===== src/rtl/newton_recip_if.sv =====
// ---------------------------------------------------------------------------
// newton_recip_if -- request/result bundle for the newton_recip reciprocal unit.
//
// Signals:
//   start     : request pulse, sampled only while the unit is idle
//   d_in      : divisor, U1.15, normalized to [1.0, 2.0)
//   lut_idx   : seed-table index (captured divisor bits [14:11])
//   lut_data  : U1.15 seed returned combinationally by the external LUT
//   busy      : unit is working on a request
//   recip     : U1.15 refined reciprocal, held between results
//   out_valid : one-cycle completion strobe
//   err       : input-fault flag, qualified by out_valid and held with recip
//
// Modports: master = requester / LUT owner, slave = newton_recip.
// ---------------------------------------------------------------------------
interface newton_recip_if;
   logic        start;
   logic [15:0] d_in;
   logic [3:0]  lut_idx;
   logic [15:0] lut_data;
   logic        busy;
   logic [15:0] recip;
   logic        out_valid;
   logic        err;

   modport master (
      output start, d_in, lut_data,
      input  lut_idx, busy, recip, out_valid, err
   );

   modport slave (
      input  start, d_in, lut_data,
      output lut_idx, busy, recip, out_valid, err
   );
endinterface


===== src/rtl/newton_recip.sv =====
// ---------------------------------------------------------------------------
// newton_recip -- iterative Newton-Raphson reciprocal, U1.15 in / U1.15 out.
//
// A seed x0 ~ 1/d comes from an external combinational LUT indexed by
// d[14:11]; each iteration refines x <= x * (2 - d*x) using two multiply
// states. All arithmetic truncates.
//
// Parameters:
//   ITERS : number of Newton-Raphson iterations (1..3)
// Ports:
//   clk   : clock, rising edge
//   reset : asynchronous, active-low reset
//   bus   : newton_recip_if.slave (start/d_in/lut_* request side,
//           busy/recip/out_valid/err result side)
// Optional feature:
//   RECIP_NORM_CHK_EN : when defined, a captured divisor with d[15]=0 skips
//                       iteration and completes with recip=0, err=1.
//                       When undefined, err is constant 0.
// ---------------------------------------------------------------------------
module newton_recip #(
   parameter int unsigned ITERS = 2
) (
   input  logic          clk,
   input  logic          reset,
   newton_recip_if.slave bus
);

   typedef enum logic [2:0] {IDLE, SEED, MUL1, MUL2, DONE} state_e;

   localparam logic [1:0] K_LAST = 2'(ITERS - 1);

   state_e      state_q, state_d;
   logic [15:0] d_q, d_d;
   logic [15:0] x_q, x_d;
   logic [31:0] e_q, e_d;
   logic [1:0]  k_q, k_d;
   logic [15:0] recip_q, recip_d;
   logic        out_valid_q, out_valid_d;
`ifdef RECIP_NORM_CHK_EN
   logic        err_q, err_d;
`endif

   logic [31:0] p;      // d*x, U2.30
   logic [17:0] q_hi;   // (x*e) >> 30: [17:16] overflow bits, [15:0] new x

   assign p    = 32'(d_q) * 32'(x_q);
   assign q_hi = 18'((48'(x_q) * 48'(e_q)) >> 30);

   // State and datapath registers
   always_ff @(posedge clk or negedge reset) begin
      if (!reset) begin
         state_q     <= IDLE;
         d_q         <= '0;
         x_q         <= '0;
         e_q         <= '0;
         k_q         <= '0;
         recip_q     <= '0;
         out_valid_q <= 1'b0;
`ifdef RECIP_NORM_CHK_EN
         err_q       <= 1'b0;
`endif
      end else begin
         state_q     <= state_d;
         d_q         <= d_d;
         x_q         <= x_d;
         e_q         <= e_d;
         k_q         <= k_d;
         recip_q     <= recip_d;
         out_valid_q <= out_valid_d;
`ifdef RECIP_NORM_CHK_EN
         err_q       <= err_d;
`endif
      end
   end

   // Next-state and datapath next values
   always_comb begin
      state_d     = state_q;
      d_d         = d_q;
      x_d         = x_q;
      e_d         = e_q;
      k_d         = k_q;
      recip_d     = recip_q;
      out_valid_d = 1'b0;
`ifdef RECIP_NORM_CHK_EN
      err_d       = err_q;
`endif
      unique case (state_q)
         IDLE: begin
            if (bus.start) begin
               d_d     = bus.d_in;
               k_d     = '0;
               state_d = SEED;
            end
         end
         SEED: begin
            x_d     = bus.lut_data;
            state_d = MUL1;
`ifdef RECIP_NORM_CHK_EN
            if (!d_q[15]) begin
               x_d     = '0;
               state_d = DONE;
            end
`endif
         end
         MUL1: begin
            // 2^31 in U2.30 is 2.0; wraps modulo 2^32 like the register
            e_d     = 32'h8000_0000 - p;
            state_d = MUL2;
         end
         MUL2: begin
            x_d     = (q_hi[17:16] != 2'b00) ? '1 : q_hi[15:0];
            k_d     = k_q + 2'd1;
            state_d = (k_q == K_LAST) ? DONE : MUL1;
         end
         DONE: begin
            recip_d     = x_q;
            out_valid_d = 1'b1;
`ifdef RECIP_NORM_CHK_EN
            err_d       = ~d_q[15];
`endif
            state_d     = IDLE;
         end
         default: state_d = IDLE;
      endcase
   end

   // Outputs
   always_comb begin
      bus.busy      = (state_q != IDLE);
      bus.lut_idx   = d_q[14:11];
      bus.recip     = recip_q;
      bus.out_valid = out_valid_q;
`ifdef RECIP_NORM_CHK_EN
      bus.err       = err_q;
`else
      bus.err       = 1'b0;
`endif
   end

endmodule

===== src/flat_wrapper.sv =====
// flat-port wrapper written by rule: the top's interface ports become plain ports
module newton_recip_flat 
#(
   parameter int unsigned ITERS = 2
)
  (clk, reset, bus_start, bus_d_in, bus_lut_data, bus_lut_idx, bus_busy, bus_recip, bus_out_valid, bus_err);
  newton_recip_if bus_i ();
  input  logic clk;
  input  logic reset;
  input wire logic [$bits(bus_i.start)-1:0] bus_start;
  input wire logic [$bits(bus_i.d_in)-1:0] bus_d_in;
  input wire logic [$bits(bus_i.lut_data)-1:0] bus_lut_data;
  output wire logic [$bits(bus_i.lut_idx)-1:0] bus_lut_idx;
  output wire logic [$bits(bus_i.busy)-1:0] bus_busy;
  output wire logic [$bits(bus_i.recip)-1:0] bus_recip;
  output wire logic [$bits(bus_i.out_valid)-1:0] bus_out_valid;
  output wire logic [$bits(bus_i.err)-1:0] bus_err;
  assign bus_i.start = bus_start;
  assign bus_i.d_in = bus_d_in;
  assign bus_i.lut_data = bus_lut_data;
  assign bus_lut_idx = bus_i.lut_idx;
  assign bus_busy = bus_i.busy;
  assign bus_recip = bus_i.recip;
  assign bus_out_valid = bus_i.out_valid;
  assign bus_err = bus_i.err;
  newton_recip #(.ITERS(ITERS)) u_core (.clk(clk), .reset(reset), .bus(bus_i));
endmodule

===== config.mk =====
export PLATFORM = sky130hd
export DESIGN_NAME = newton_recip_flat
export DESIGN_NICKNAME = d
export VERILOG_FILES = /design/src/rtl/newton_recip_if.sv /design/src/rtl/newton_recip.sv /design/src/flat_wrapper.sv
export SDC_FILE = /design/constraint.sdc
export NUM_CORES = 2
export LEC_CHECK = 0
export ABC_AREA = 1
export CORE_MARGIN = 2
export CORE_UTILIZATION = 60
export DETAILED_ROUTE_END_ITERATION = 16
export GPL_TIMING_DRIVEN = 0
export HOLD_SLACK_MARGIN = 0.05
export PLACE_DENSITY = 0.79
export SKIP_CTS_REPAIR_TIMING = 1
export SKIP_LAST_GASP = 1
export SLEW_MARGIN = 20
export SYNTH_ARGS = -nofsm -noshare
export SYNTH_HDL_FRONTEND = slang
export SYNTH_SLANG_ARGS = --single-unit

===== constraint.sdc =====
create_clock -name clk -period 7.9 [get_ports clk]
set_clock_uncertainty 0.1 [all_clocks]
set_input_delay 1.185 -clock clk [delete_from_list [all_inputs] [get_ports clk]]
set_output_delay 1.185 -clock clk [all_outputs]
set_load 0.05 [all_outputs]

=== After elaboration in Yosys (flattened, before gate mapping) ===
Cells that the tools add are included.

* Reduce and logical (&&, ||, !) cells: 7
* Add/sub/neg operators: 2
* $mul: 2
* Multiplexer cells: 8
* Equality and inequality tests: 6

{| class="wikitable"
|+ Operator list
! cell !! count
|-
| $mul A16 B32 Y48 || 1
|-
| $mul A16 B16 Y32 || 1
|-
| $pmux W16 S2 || 1
|-
| $sub A32 B32 Y32 const A || 1
|-
| $mux W16 || 1
|-
| $pmux W3 S4 || 1
|-
| $eq A3 B2 Y1 const B || 2
|-
| $mux W3 || 2
|-
| $reduce_bool A2 Y1 || 3
|-
| $pmux W2 S2 || 1
|-
| $reduce_and A2 Y1 || 2
|-
| $eq A3 B1 Y1 const B || 1
|-
| $eq A3 B3 Y1 const B || 1
|-
| $logic_not A3 Y1 || 1
|-
| $reduce_bool A3 Y1 || 1
|-
| $add A2 B1 Y2 const B || 1
|-
| $eq A2 B1 Y1 const B || 1
|-
| $mux W2 || 1
|-
| $ne A2 B2 Y1 const B || 1
|-
| $mux W1 || 1
|}

* Output and inout port bits: 23
* Word-level logic and storage cells: 32
* Bits of input ports: 35
* Register bits after elaboration: 86

=== Depth between registers and ports, before layout ===
* Word-level depth: 4
* Mapped depth: 34
* Depth with buffers taken out: 32

=== Least setup slack after synthesis ===
OpenSTA, ideal clock, no wires.

* Path type: reg2reg
* Start: reg u_core.x_q[1]
* End: reg u_core.x_q[4]
* Path buffers: 3
* Path slack: 1.909 ns
* Arrival time: 5.769 ns
* Period minus slack after synthesis: 5.991 ns
* Setup time: 0.122 ns
* Stages on the path, launching flop included: 31
* Required time: 7.678 ns
* Cells stage by stage: dfrtp_1 > clkbuf_1 > clkbuf_1 > nand2_1 > fa_1 > inv_1 > fa_1 > inv_1 > fa_1 > inv_1 > fa_1 > fa_1 > inv_1 > fa_1 > inv_1 > ha_1 > nand2_2 > inv_1 > nand2_1 > nand2_1 > a21oi_1 > nand2_1 > nand2_1 > nand3_1 > nand2_1 > nand2_2 > nor2_8 > buf_12 > nand2_2 > nand2_1 > nand2_1

* Longest elaborated chain between the ends: 4

{| class="wikitable"
|+ Ends and longest elaborated chain
! item !! RTL line !! source
|-
| from (decl) || newton_recip.sv:34 || <nowiki>logic [15:0] x_q, x_d;</nowiki>
|-
| from (signal assigned) || newton_recip.sv:54 || <nowiki>x_q <= '0;</nowiki>
|-
| from (signal assigned) || newton_recip.sv:65 || <nowiki>x_q <= x_d;</nowiki>
|-
| $mul A16 B32 Y48 (*) || newton_recip.sv:47 || <nowiki>assign q_hi = 18'((48'(x_q) * 48'(e_q)) >> 30);</nowiki>
|-
| $reduce_bool A2 Y1 || newton_recip.sv:112 || <nowiki>x_d = (q_hi[17:16] != 2'b00) ? '1 : q_hi[15:0];</nowiki>
|-
| $mux W16 (*) || newton_recip.sv:112 ||
|-
| $pmux W16 S2 (*) || newton_recip.sv:88 || <nowiki>unique case (state_q)</nowiki>
|}

Mark *: on every way between the ends. The rest lies on a longest branch, timed or not.
A chain may end at the register's enable or synchronous reset.

=== Worst setup path after layout ===
* Start: reg u_core.x_q[2]
* End: reg u_core.x_q[13]

Same word-level chain as after synthesis.

==> key figures <==
Setup path
  – Crit path max fanout: 10
  – Setup CP Type: flop to flop
  – Nature of the critical path startpoint: flop
  – Critical Path End Type: flop
  – Worst endpoint required time: 8080 ps
  – FF-to-FF path depth: 30
  – Reg2reg setup slack: 560 ps
  – Crit path largest cell delay: 830 ps
  – FF-to-FF Start: u_core.x_q[2]$_DFFE_PN0P_
  – Crit path max-delay cell type: clkbuf_1
  – WP data arrival: 7520 ps
  – Cell repeated most along the worst path: nand2_1
  – Critical R2R Capture: u_core.x_q[13]$_DFFE_PN0P_

Finish
  – Design area: 32590 µm²
  – Most frequent cells in the layout: nand2_1, inv_1, fa_1
  – Final #Nets: 5226
  – Most common cell after layout, fill and taps aside: nand2_1
  – Layout cells sized above 1: 0.02415
  – Synth-to-Final Area Change: 5.719%

Status
  – Status: completed

Detailed routing
  – Vias: 27190
  – Avg Vias per Cell: 5.406
  – Initial detailed-routing violation count: 3065
  – Wire per inst: 19.54 µm
  – DRT Pass-1 Iters: 6
  – Total Routed Length: 98290 µm
  – Final ANT Viol Nets: 0
  – Drc violations: 0

Clocking
  – Htree depth: 3
  – CTS root buffer: clkbuf_16
  – CTS clk-pin slew, worst paths: 90 ps
  – Total CTS buffers: 9
  – Clk sink count: 86
  – Latest clock arrival within the worst-skew pair: 410 ps
  – Clock Tree Buf Depth: 2
  – CTS tree: done

Hold path
  – Worst Hold Path EP: u_core.bus.recip[12]$_DFFE_PN0P_
  – Worst min path class: flop to flop
  – Worst hold stages: 2
  – Hold_sp: u_core.bus.recip[12]$_DFFE_PN0P_

Floorplanning
  – Die Width: 230.7 µm
  – Core box area: 51090 µm²
  – FP Rows: 83
  – IO Count: 58
  – Total Die Area: 53210 µm²
  – Initial core utilization: 0.6033
  – Die Ht: 230.7 µm

STA
  – Hold slack: 377.2 ps
  – Setup violations, final: 0
  – Actual slew at the worst max-slew pin: 1269 ps
  – Final hold viol count: 0
  – Final WS setup: 559.1 ps
  – Rel. slew slack: 0.1542
  – RSZ-0062 raised after global routing: false
  – Setup TNS: 0 ps
  – Fin crit period: 7341 ps
  – Period utilization: 0.9292
  – Fmax: 0.1362 GHz
  – Slew Limit Fails: 0

Place
  – Gpl congestion: 0.9911
  – HPWL Detailed: 80560 µm
  – Setup WS pre-CTS: 81.02 ps
  – Placement Cell Area: 32280 µm²
  – IO buf count: 56

Flow run
  – Maximum capacitance violations: 0

Logic synthesis
  – Mapped Cells: 4274
  – Synthesis Warnings: 0
  – Syn nets: 5157
  – Syn avg cell area: 7.213 µm²
  – Synth Flop Type: dfrtp_1
  – Yosys reg bits: 86
  – Number of flops mapped to enable cells by yosys: 0
  – Post-synthesis sequential area ratio: 0.06981
  – Ys async rst share: 1.000
  – Distinct cell type count after synthesis: 40
  – Cell Area, Synth: 30830 µm²

GRT
  – Number of global-route vias before repair: 27400
  – GR Util All Layers: 0.3863
  – First-pass GRT wire length: 152400 µm
  – Gr ovfl total: 0
  – Initial antenna violation count: 6
  – Maximum number of pins on one net before global-route repair: 62
==> cells in the mapped netlist, types with 16 or more instances <==
library cell | count | area share
inv_1 | 1308 | 0.16
nand2_2 | 21 | 0.0043
nand4_1 | 18 | 0.0037
o21ai_0 | 37 | 0.0060
ha_1 | 226 | 0.092
mux2_2 | 16 | 0.0058
a21oi_1 | 69 | 0.011
nand3_1 | 59 | 0.0096
nand2_1 | 1349 | 0.16
clkbuf_1 | 198 | 0.024
dfrtp_1 | 86 | 0.070
fa_1 | 622 | 0.40
nor2_1 | 137 | 0.017
==> per-layer routing <==
layer,global-route usage,vias up,routed length (µm),part of all wire
li1,-,12020,-,-
met2,0.5686,1756,41220,0.42
met4,0.2464,12,7593,0.077
met5,0,-,71,0.00072
met3,0.1146,431,13170,0.13
met1,0.5000,12960,36230,0.37
==> final cells by class <==
cell class / instances / area (µm²)
timing repair buffer: 58 / 604.3
multi-input combinational: 2663 / 22910
fill: 4591 / 18500
inverter: 1316 / 4940
clock buffer: 9 / 225.2
tap: 680 / 850.8
buffer: 209 / 833.3
antenna: 1 / 2.502
clock inverter: 7 / 73.82
sequential: 86 / 2152
==> state kept, by name, summed over array words and instances (netlist names) <==
signal,flops
u_core.bus.recip,16
u_core.bus.out_valid,1
u_core.state_q,3
u_core.e_q,32
u_core.x_q,16
u_core.k_q,2
u_core.d_q,16
==> through the flow <==
| stage | util | instances |
|---|---|---|
| finish | 0.6378 | 5029 |
| global route | 0.6378 | 5028 |
| CTS | 0.6377 | 5028 |
| detailed placement | 0.6318 | 5012 |
| global placement | 0.6310 | 5010 |
| floorplan | - | 4274 |
==> critical path, delay by kind of cell (launching register included) <==
family | cells | cell delay [ps]
flops | 1 | 360
buf+inv | 9 | 1600
fa+ha+maj | 7 | 3420
compound gates | 1 | 220
simple gates | 13 | 1480
==> worst max-delay path by stage <==
stage               slack, ps                 startpoint                          to
detailed placement         80  u_core.x_q[1]$_DFFE_PN0P_  u_core.x_q[13]$_DFFE_PN0P_
finish                    560  u_core.x_q[2]$_DFFE_PN0P_  u_core.x_q[13]$_DFFE_PN0P_
global placement          120  u_core.x_q[1]$_DFFE_PN0P_  u_core.x_q[13]$_DFFE_PN0P_
floorplan                1910  u_core.x_q[1]$_DFFE_PN0P_   u_core.x_q[4]$_DFFE_PN0P_
global route              200  u_core.x_q[1]$_DFFE_PN0P_  u_core.x_q[13]$_DFFE_PN0P_
CTS                        40  u_core.x_q[1]$_DFFE_PN0P_  u_core.x_q[13]$_DFFE_PN0P_
==> kinds of logic (layout without fill, tap and decap cells) <==
logic type      count (synthesis)  after routing  synth area share
compound gates                148            148           0.02691
mux                            16             16          0.005845
flops                          86             86           0.06981
other cells                     1              2         0.0001216
fa+ha+maj                     848            848            0.4957
simple gates                 1634           1634            0.2100
buf+inv                      1525           1599            0.1871
xor+xnor                       16             16          0.004546
Power is not shown: default switching activity piles up to over one toggle a cycle in this logic, so the estimate is an artifact.
